==> src/rtl/panxi_if_id.sv <==
// panxi_if_id: IF/ID boundary of the PANXI RV32 core.
// Two-entry elastic buffer between fetch and decode.
module panxi_if_id #(
  parameter int DW = 32,
  parameter int IW = 32,
  parameter logic [IW-1:0] NOP_INST = 32'h0000_0013
) (
  input  logic          clk,
  input  logic          rst,
  input  logic          if_valid_i,
  output logic          if_ready_o,
  input  logic [DW-1:0] if_inst_addr_i,
  input  logic [IW-1:0] if_inst_i,
  input  logic          if_fault_i,
  input  logic          stall_i,
  input  logic          flush_i,
  output logic          id_valid_o,
  input  logic          id_ready_i,
  output logic [DW-1:0] id_inst_addr_o,
  output logic [IW-1:0] id_inst_o,
  output logic          id_fault_o,
  output logic [1:0]    occupancy_o
);

  typedef struct packed {
    logic [DW-1:0] addr;
    logic [IW-1:0] inst;
    logic          fault;
  } ent_t;

  ent_t       mem [2];
  logic       rd_ptr;
  logic       wr_ptr;
  logic [1:0] count;
  logic       push;
  logic       pop;

  // Handshake terms; ready depends on registered state and reset only.
  always_comb begin
    if_ready_o = ~rst & (count != 2'd2);
    id_valid_o = (count != 2'd0);
    push = if_valid_i & if_ready_o & ~flush_i;
    pop  = id_valid_o & id_ready_i
         & ~stall_i & ~flush_i;
  end

  // Pointer and occupancy update; reset beats flush beats push/pop.
  always_ff @(posedge clk) begin
    if (rst) begin
      count  <= 2'd0;
      rd_ptr <= 1'b0;
      wr_ptr <= 1'b0;
    end else if (flush_i) begin
      count  <= 2'd0;
      rd_ptr <= 1'b0;
      wr_ptr <= 1'b0;
    end else begin
      if (push)
        wr_ptr <= ~wr_ptr;
      if (pop)
        rd_ptr <= ~rd_ptr;
      unique case ({push, pop})
        2'b10:   count <= count + 2'd1;
        2'b01:   count <= count - 2'd1;
        default: count <= count;
      endcase
    end
  end

  // Entry storage; contents are don't-care until pushed.
  always_ff @(posedge clk) begin
    if (push)
      mem[wr_ptr] <= '{
        addr:  if_inst_addr_i,
        inst:  if_inst_i,
        fault: if_fault_i
      };
  end

  // Head entry toward decode, NOP bubble when empty.
  always_comb begin
    id_inst_addr_o = '0;
    id_inst_o      = NOP_INST;
    id_fault_o     = 1'b0;
    occupancy_o    = count;
    if (id_valid_o) begin
      id_inst_addr_o = mem[rd_ptr].addr;
      id_inst_o      = mem[rd_ptr].inst;
      id_fault_o     = mem[rd_ptr].fault;
    end
  end

endmodule

==> config.mk <==
export PLATFORM = sky130hd
export DESIGN_NAME = panxi_if_id
export DESIGN_NICKNAME = d
export VERILOG_FILES = /design/src/rtl/panxi_if_id.sv
export SDC_FILE = /design/constraint.sdc
export NUM_CORES = 1
export LEC_CHECK = 0
export CORE_MARGIN = 5
export CORE_UTILIZATION = 48
export CTS_CLUSTER_DIAMETER = 30
export DETAILED_ROUTE_END_ITERATION = 10
export GPL_ROUTABILITY_DRIVEN = 0
export GPL_TIMING_DRIVEN = 0
export HOLD_SLACK_MARGIN = 0.06
export PLACE_DENSITY = 0.9
export SYNTH_ARGS = -nofsm -noshare
export SYNTH_HDL_FRONTEND = slang
export SYNTH_SLANG_ARGS = --single-unit
==> constraint.sdc <==
create_clock -name clk -period 5.3 [get_ports clk]
set_input_delay 0.795 -clock clk [delete_from_list [all_inputs] [get_ports clk]]
set_output_delay 0.795 -clock clk [all_outputs]
set_load 0.02 [all_outputs]
# [Word level (Yosys, flattened, before mapping)]
# Memories as Yosys holds them, arrays and structs flattened. A register that Yosys moved wholly into a read port is not among the register bits.
# Cells that the tools add are included.
[totals] in_bits=71 rom_bits=0 latchBits=0 reg_bits=4 wordCells=31 mem_bits_rw=130 mem_count=1 out_inout_bits=69
[mem_list] memory="mem" words=2 width=65 rd=1 rd_clocked_by_memory_dff=1 wr=1 line_no="31" rtl="ent_t mem [2];"
[op_classes] n_lt_le_gt_ge=0 shift=0 mux=8 n_mul=0 n_addsub=2 bitwise_logic=11 reduce_logical=3 n_eq_ne=3 div=0
[ops] operator="2-to-1 mux 32 bit" count=2
[ops] operator="AND 1 bit" count=6
[ops] operator="2-to-1 mux 1 bit" count=5
[ops] operator="NOT 1 bit" count=5
[ops] operator="one-hot mux 2 bit (2 select lines)" count=1
[ops] operator="nonzero test 2 bit" count=2
[ops] operator="adder 2 x 1 -> 2 bit (second input constant)" count=1
[ops] operator="== test 2 x 1 -> 1 bit (second input constant)" count=1
[ops] operator="== test 2 bit (second input constant)" count=1
[ops] operator="!= test 2 bit (second input constant)" count=1
[ops] operator="OR reduction 2 bit" count=1
[ops] operator="subtractor 2 x 1 -> 2 bit (second input constant)" count=1

# [Longest topological paths before layout]
# Gate-level depths: netlist (run 1).
[depth] word_depth=6 ltp_mapped=7 depth_no_buf=6

# [Worst setup path before layout (run 1)]
# OpenSTA, ideal clock, no wires.
[synth_timing] path_type="input to register" start="input flush_i" end="memory mem[0][0] in the netlist's numbering, enable pin" arrival_ps=3731 path_slack_ps=1081 t_required_ps=4812 setup_time_ps=488 path_stages=3 path_buffers=0 cell_sequence="nor2_1 > nand3_1 > nor2_1"
[synth_via] elab_chain_len=4
[synth_lines] element="from (decl)" line_no="16" rtl="input logic flush_i,"
[synth_lines] element="NOT 1 bit" line_no="42" rtl="push = if_valid_i & if_ready_o & ~flush_i;"
[synth_lines] element="AND 1 bit" line_no="42"
[synth_lines] element="2-to-1 mux 1 bit" line_no="72" rtl="if (push)"
[synth_lines] element="2-to-1 mux 1 bit (implied by the code)" line_no="73" rtl="mem[wr_ptr] <= '{"
[synth_lines] element="to (decl)" line_no="31"
# No other way between the ends.

# [Final worst setup path (run 1)]
[layout_timing] start="register count[0] (netlist: occupancy_o[0])" end="output id_inst_addr_o[21]"
[layout_via] elab_chain_len=2
[layout_lines] element="from (decl)" line_no="34" rtl="logic [1:0] count;"
[layout_lines] element="from (signal assigned)" line_no="63" rtl="2'b10: count <= count + 2'd1;"
[layout_lines] element="from (signal assigned)" line_no="64" rtl="2'b01: count <= count - 2'd1;"
[layout_lines] element="from (signal assigned)" line_no="65" rtl="default: count <= count;"
[layout_lines] element="nonzero test 2 bit" line_no="41" rtl="id_valid_o = (count != 2'd0);"
[layout_lines] element="2-to-1 mux 32 bit" line_no="86" rtl="if (id_valid_o) begin"
[layout_lines] element="to (decl)" line_no="19" rtl="output logic [DW-1:0] id_inst_addr_o,"
# No other way between the ends.

==> results of run 1 <==
## layer usage
metal	GRT usage, %	wire, microns	vias up
li1	-	-	1454
met1	19.3	4280	1508
met2	30.2	5700	106
met3	5.15	626	14
met4	6.73	149	0
met5	0	0	-
## worst max-delay path by stage
stage	start	endpoint	slack, ns	cells past startpoint
6_report	occupancy_o[0]	id_inst_addr_o[21]	2.18	5
5_1_grt	occupancy_o[0]	id_inst_addr_o[21]	2.07	5
4_1_cts	occupancy_o[0]	id_inst_addr_o[16]	2.12	5
3_5_place_dp	flush_i	mem[1][52]	2.23	5
3_3_place_gp	flush_i	mem[0][52]	-0.68	4
2_1_floorplan	flush_i	mem[0][0]	1.08	3
## power by group
part	internal [mW]	switching, mW	leakage, nW
combinational	0.0706	0.0540	0.841
sequential	1.19	0.00514	1.22
clock	0.665	0.416	0.261
## registers in the layout, indices dropped and copies added, names as in the netlist, named ones only
signal	flops
occupancy_o	2
wr_ptr	1
rd_ptr	1
mem	130
## metrics by stage
| step | power [mW] | utilization [%] | setup TNS, ns | hold WS, ns |
|---|---|---|---|---|
| detailed placement | 1.34 | 65.1 | 0 | 0.516 |
| floorplan | 1.26 | - | 0 | 0.478 |
| global route | 2.48 | 70.4 | 0 | 0.579 |
| global placement | 1.34 | 64.5 | -87.49 | 0.492 |
| CTS | 2.42 | 70.4 | 0 | 0.528 |
| finish | 2.40 | 70.4 | 0 | 0.528 |
## cell type report
cell class              instances  area, sq um  area share [%]
plain buffers                  14         85.1            1.17
clock buffers                  19          422            5.78
clock inverters                13          130            1.78
inverters                       2         7.51           0.103
multi-input cells             154         1050            14.4
flip-flops and latches        135         4000            54.9
well taps                     136          170            2.33
repair buffers                141         1430            19.6
## worst register-to-register path: stages (launching register included)
cell	delay (ns)
dfxtp_1	0.43
nand2b_1	0.21
nand3_1	0.24
nor2_4	0.79
buf_12	0.32
## kinds of logic (layout without fill, tap and decap cells)
kind of cell	after synthesis	in the layout	synth area share (%)
AO/OA/AOI/OAI	7	7	0.732
XOR/XNOR	2	2	0.342
adder cells (fa/ha/maj)	1	1	0.244
buffers and inverters	16	189	1.80
flip-flops	135	135	78.0
multiplexers	65	65	12.7
AND/OR/NAND/NOR	79	79	6.15
## Yosys cell counts, types with 2 or more instances
cell type	n
a21oi_1	4
buf_2	8
buf_4	6
dfxtp_1	5
edfxtp_1	130
inv_1	2
mux2i_1	65
nand2_1	3
nand2b_1	2
nand3_1	2
nor2_1	67
o21ai_0	2
or3_1	2
==> flow_summary.json, run 1 <==
{
  "cts_buffer_depth": 2,
  "clk_pin_slew_ns": 0.05,
  "leakage_nw": 2.32,
  "worstPathMaxFanout": 10,
  "first_global_vias": 3308,
  "worst_r2r_endpoint": "mem[0][51]",
  "synthCells": 305,
  "num_rows": 37,
  "drt_iter0_drc": 116,
  "setup_viol": 0,
  "async_flop_share_pct": 0,
  "cts_tree": "yes",
  "critical_path.slowest_cell": "clkdlybuf4s50_1",
  "p_per_area_nw_per_um2": 329,
  "io_buffers": 139,
  "reg2reg_depth": 4,
  "maxSlewHeadroom_pct": 35.7,
  "crit_chain": "nor2_1 > buf_2 > buf_2 > nor2_1 > clkdlybuf4s50_1",
  "synth_ff_type": "edfxtp_1",
  "ys_seq_area_share_pct": 78.0,
  "cts_setup_buffers": 0,
  "synth.top_cell.area_share_pct": 76.1,
  "first_pass_iters": 4,
  "core-area_sq_um": 10400,
  "grtUsageTotal_pct": 17.0,
  "synth.distinct_cells": 20,
  "grt_setup_unrepaired": "false",
  "r2r_start": "occupancy_o[0]",
  "grt_pass1_wl_microns": 16500,
  "diodes": 0,
  "hold_depth": 2,
  "holdBufCountCts": 0,
  "avgSynthCellArea_sq_um": 16.8,
  "ant_nets": 0,
  "tightest_slew_ns": 0.962,
  "post_dp_cell_area_sq_um": 6750,
  "dieArea_sq_um": 12900,
  "vias": 3082,
  "timing.final.crit_share_pct": 58.9,
  "irDropWorstVdd_uv": 265,
  "nFillCells": 679,
  "io_pins": 140,
  "report.final.slew_viol_count": 0,
  "grt_max_degree": 35,
  "status": "completed",
  "wl_microns": 10800,
  "rrSetupSlack_ns": 2.99,
  "drc": 0,
  "max_cap_violations": 0,
  "crit_buf_inv": 3,
  "cts.sinks": 135,
  "place_inst": 582,
  "antenna_found_initial": 0,
  "vias_per_cell": 5.02,
  "cp_slowest_stage_delay_ns": 0.65,
  "hold_viol_final": 0,
  "cp.arrival_ns": 2.32,
  "dieHeight_microns": 113,
  "max_freq_mhz": 321,
  "synth_nets": 377,
  "post_drt_wl_per_cell_microns": 17.5,
  "cp-end-kind": "output port",
  "num-nets-final": 537,
  "final_cell_area_sq_um": 7300,
  "root_buffer": "clkbuf_8",
  "worstSetupPathType": "flip-flop to output port",
  "required_ns": 4.51,
  "area_growth_pct": 42.3,
  "final_cells": 614,
  "synth-seq-cells": 135,
  "clkLatencyLatePin_ns": 0.51,
  "hp-class": "flip-flop to flip-flop",
  "post_cts_resize_count": 0,
  "period_minus_slack_ns": 3.12,
  "die_width_microns": 113,
  "post-place-ws_ns": 2.23,
  "path_delay_family": "buffers and inverters",
  "finClkSkew_ns": 0.00698,
  "htreeDepth": 4,
  "synth_area_sq_um": 5130,
  "synth_warnings": 0,
  "fin_ws_ns": 2.18,
  "final_cell_mix": "139 x clkdlybuf4s50_1, 130 x edfxtp_1, 65 x nor2_1, 65 x mux2i_1, 16 x clkbuf_16",
  "drive_above_1_share_pct": 9.62,
  "holdPathEnd": "rd_ptr",
  "final_common_cell": "clkdlybuf4s50_1",
  "synth-edff-count": 130,
  "cp-start-kind": "flip-flop",
  "min_from": "rd_ptr",
  "yosysTopAreaCell": "edfxtp_1",
  "grt-ovfl-total": 0,
  "start_util_pct": 49.5,
  "cts_buffers": 17,
  "yosys-top-cells-area": "edfxtp_1 76%, mux2i_1 13%, nor2_1 4.9%, dfxtp_1 2.0%, buf_4 0.88%",
  "dp.final_hpwl_microns": 7510
}
No activity file was read; power rests on OpenSTA's default activity.
==> run 2, diff against run 1 <==
--- a/config.mk
+++ b/config.mk
@@ -6,13 +6,13 @@
 export NUM_CORES = 1
 export LEC_CHECK = 0
 export CORE_MARGIN = 5
-export CORE_UTILIZATION = 48
+export CORE_UTILIZATION = 43
 export CTS_CLUSTER_DIAMETER = 30
 export DETAILED_ROUTE_END_ITERATION = 10
 export GPL_ROUTABILITY_DRIVEN = 0
 export GPL_TIMING_DRIVEN = 0
 export HOLD_SLACK_MARGIN = 0.06
-export PLACE_DENSITY = 0.9
+export PLACE_DENSITY = 0.85
 export SYNTH_ARGS = -nofsm -noshare
 export SYNTH_HDL_FRONTEND = slang
 export SYNTH_SLANG_ARGS = --single-unit
==> constraint.sdc (replaced) <==
create_clock -name clk -period 2.8 [get_ports clk]
set_input_delay 0.42 -clock clk [delete_from_list [all_inputs] [get_ports clk]]
set_output_delay 0.42 -clock clk [all_outputs]
set_load 0.02 [all_outputs]
==> flow_summary.json, run 2 (same netlist as run 1, synthesis figures left out) <==
{
  "post-route-util_pct": 63.2,
  "worst_r2r_endpoint": "mem[0][32]",
  "final_cell_mix": "139 x clkdlybuf4s50_1, 130 x edfxtp_1, 65 x nor2_1, 65 x mux2i_1, 17 x clkbuf_16",
  "hp-class": "flip-flop to flip-flop",
  "holdPathEnd": "occupancy_o[1]",
  "cp-end-kind": "output port",
  "leakage_nw": 2.32,
  "dp.final_hpwl_microns": 7500,
  "io_buffers": 139,
  "worstPathMaxFanout": 10,
  "die_width_microns": 119,
  "htreeDepth": 4,
  "setup_viol": 0,
  "hold_depth": 2,
  "num-nets-final": 537,
  "drt_iter0_drc": 127,
  "clkLatencyLatePin_ns": 0.41,
  "dieHeight_microns": 119,
  "timing.final.crit_share_pct": 92.0,
  "tightest_slew_ns": 1.02,
  "cts_setup_buffers": 0,
  "drc": 0,
  "hold_viol_final": 0,
  "regArea_sq_um": 4000,
  "grt-ovfl-total": 0,
  "critical_path.slowest_cell": "clkdlybuf4s50_1",
  "report.final.slew_viol_count": 0,
  "cts.sinks": 135,
  "cts_buffer_depth": 2,
  "r2r_start": "occupancy_o[0]",
  "cts_tree": "yes",
  "total_power_mw": 4.57,
  "post_drt_wl_per_cell_microns": 17.5,
  "multi_input_area_sq_um": 1050,
  "cp-start-kind": "flip-flop",
  "vias_per_cell": 4.93,
  "first_pass_iters": 5,
  "post_cts_resize_count": 0,
  "grt_setup_unrepaired": "false",
  "drive_above_1_share_pct": 10.3,
  "worstSetupPathType": "flip-flop to output port",
  "start_util_pct": 44.4,
  "final_cells": 621,
  "io_pins": 140,
  "first_global_vias": 3423,
  "final_common_cell": "clkdlybuf4s50_1",
  "status": "completed",
  "rrSetupSlack_ns": 0.48,
  "num_rows": 39,
  "cp_slowest_stage_delay_ns": 0.63,
  "vias": 3059,
  "clk_pin_slew_ns": 0.06,
  "min_from": "occupancy_o[1]",
  "nFillCells": 875,
  "area_growth_pct": 42.5,
  "max_freq_mhz": 388,
  "required_ns": 2.38,
  "irDropWorstVdd_uv": 373,
  "diodes": 0,
  "period_minus_slack_ns": 2.58,
  "largest_register_ff_count": 130,
  "wl_microns": 10900,
  "grt_pass1_wl_microns": 17100,
  "antenna_found_initial": 0,
  "max_cap_violations": 0,
  "place_inst": 589,
  "top_register": "mem",
  "holdBufCountCts": 0,
  "core-area_sq_um": 11600,
  "cp.arrival_ns": 2.16,
  "post_dp_cell_area_sq_um": 6760,
  "reg2reg_depth": 4,
  "ant_nets": 0,
  "p_per_area_nw_per_um2": 625,
  "grt_max_degree": 34,
  "crit_chain": "nor2_1 > buf_2 > buf_2 > nor2_1 > clkdlybuf4s50_1",
  "hold_slack_ns": 0.541,
  "dieArea_sq_um": 14200,
  "grtUsageTotal_pct": 15.5,
  "root_buffer": "clkbuf_16",
  "final_cell_area_sq_um": 7310,
  "cts_buffers": 17,
  "maxSlewHeadroom_pct": 32.1,
  "finClkSkew_ns": 0.00719
}
run 2: cell types whose count changed in the layout (fill, tap and decap cells not counted):
| cell | previous run | this run |
|---|---|---|
| clkbuf_16 | 16 | 17 |
| clkbuf_8 | 1 | 0 |
| inv_6 | 2 | 4 |
| clkinv_1 | 3 | 0 |
| clkinvlp_4 | 3 | 4 |
| clkinv_4 | 1 | 2 |
| bufinv_16 | 2 | 1 |
run 2: layout make-up:
class | instances | area share (%)
Buffer | 14 | 1.16
Clock buffer | 19 | 5.92
Clock inverter | 13 | 1.68
Inverter | 2 | 0.103
Multi-Input combinational cell | 154 | 14.3
Sequential cell | 135 | 54.8
Tap cell | 143 | 2.45
Timing Repair Buffer | 141 | 19.6
run 2: worst max-delay path, delay by kind of cell (launching register included):
family | cells | cell delay (ns)
and+or+nand+nor | 2 | 0.26
buffers and inverters | 3 | 1.05
DFF | 1 | 0.43
run 2: worst max-delay path by stage:
stage | slack (ns) | from | end
4_1_cts | 0.20 | occupancy_o[0] | id_inst_o[9]
3_5_place_dp | 0.04 | flush_i | mem[0][54]
6_report | 0.22 | occupancy_o[0] | id_inst_addr_o[11]
2_1_floorplan | -0.17 | occupancy_o[0] | mem[0][0]
5_1_grt | 0.11 | occupancy_o[0] | id_inst_o[9]
3_3_place_gp | -1.27 | flush_i | mem[1][54]
run 2: per-stage QoR:
stage | setup TNS, ns | setup slack [ns]
after floorplan | -22.67 | -0.174
after global placement | -163.83 | -1.27
after detailed placement | 0 | 0.0374
after CTS | 0 | 0.198
after global routing | 0 | 0.109
final | 0 | 0.224
run 2: where the power goes:
part           leakage, nW  internal [mW]  switching, mW
Sequential            1.22           2.26        0.00944
Clock                0.261           1.23          0.842
Combinational        0.841          0.134          0.102
run 2: metal layers:
layer	global-route usage (%)	wire length (microns)
met1	16.8	4260
met2	28.2	5700
met3	5.07	735
met4	5.65	152
met5	0	0
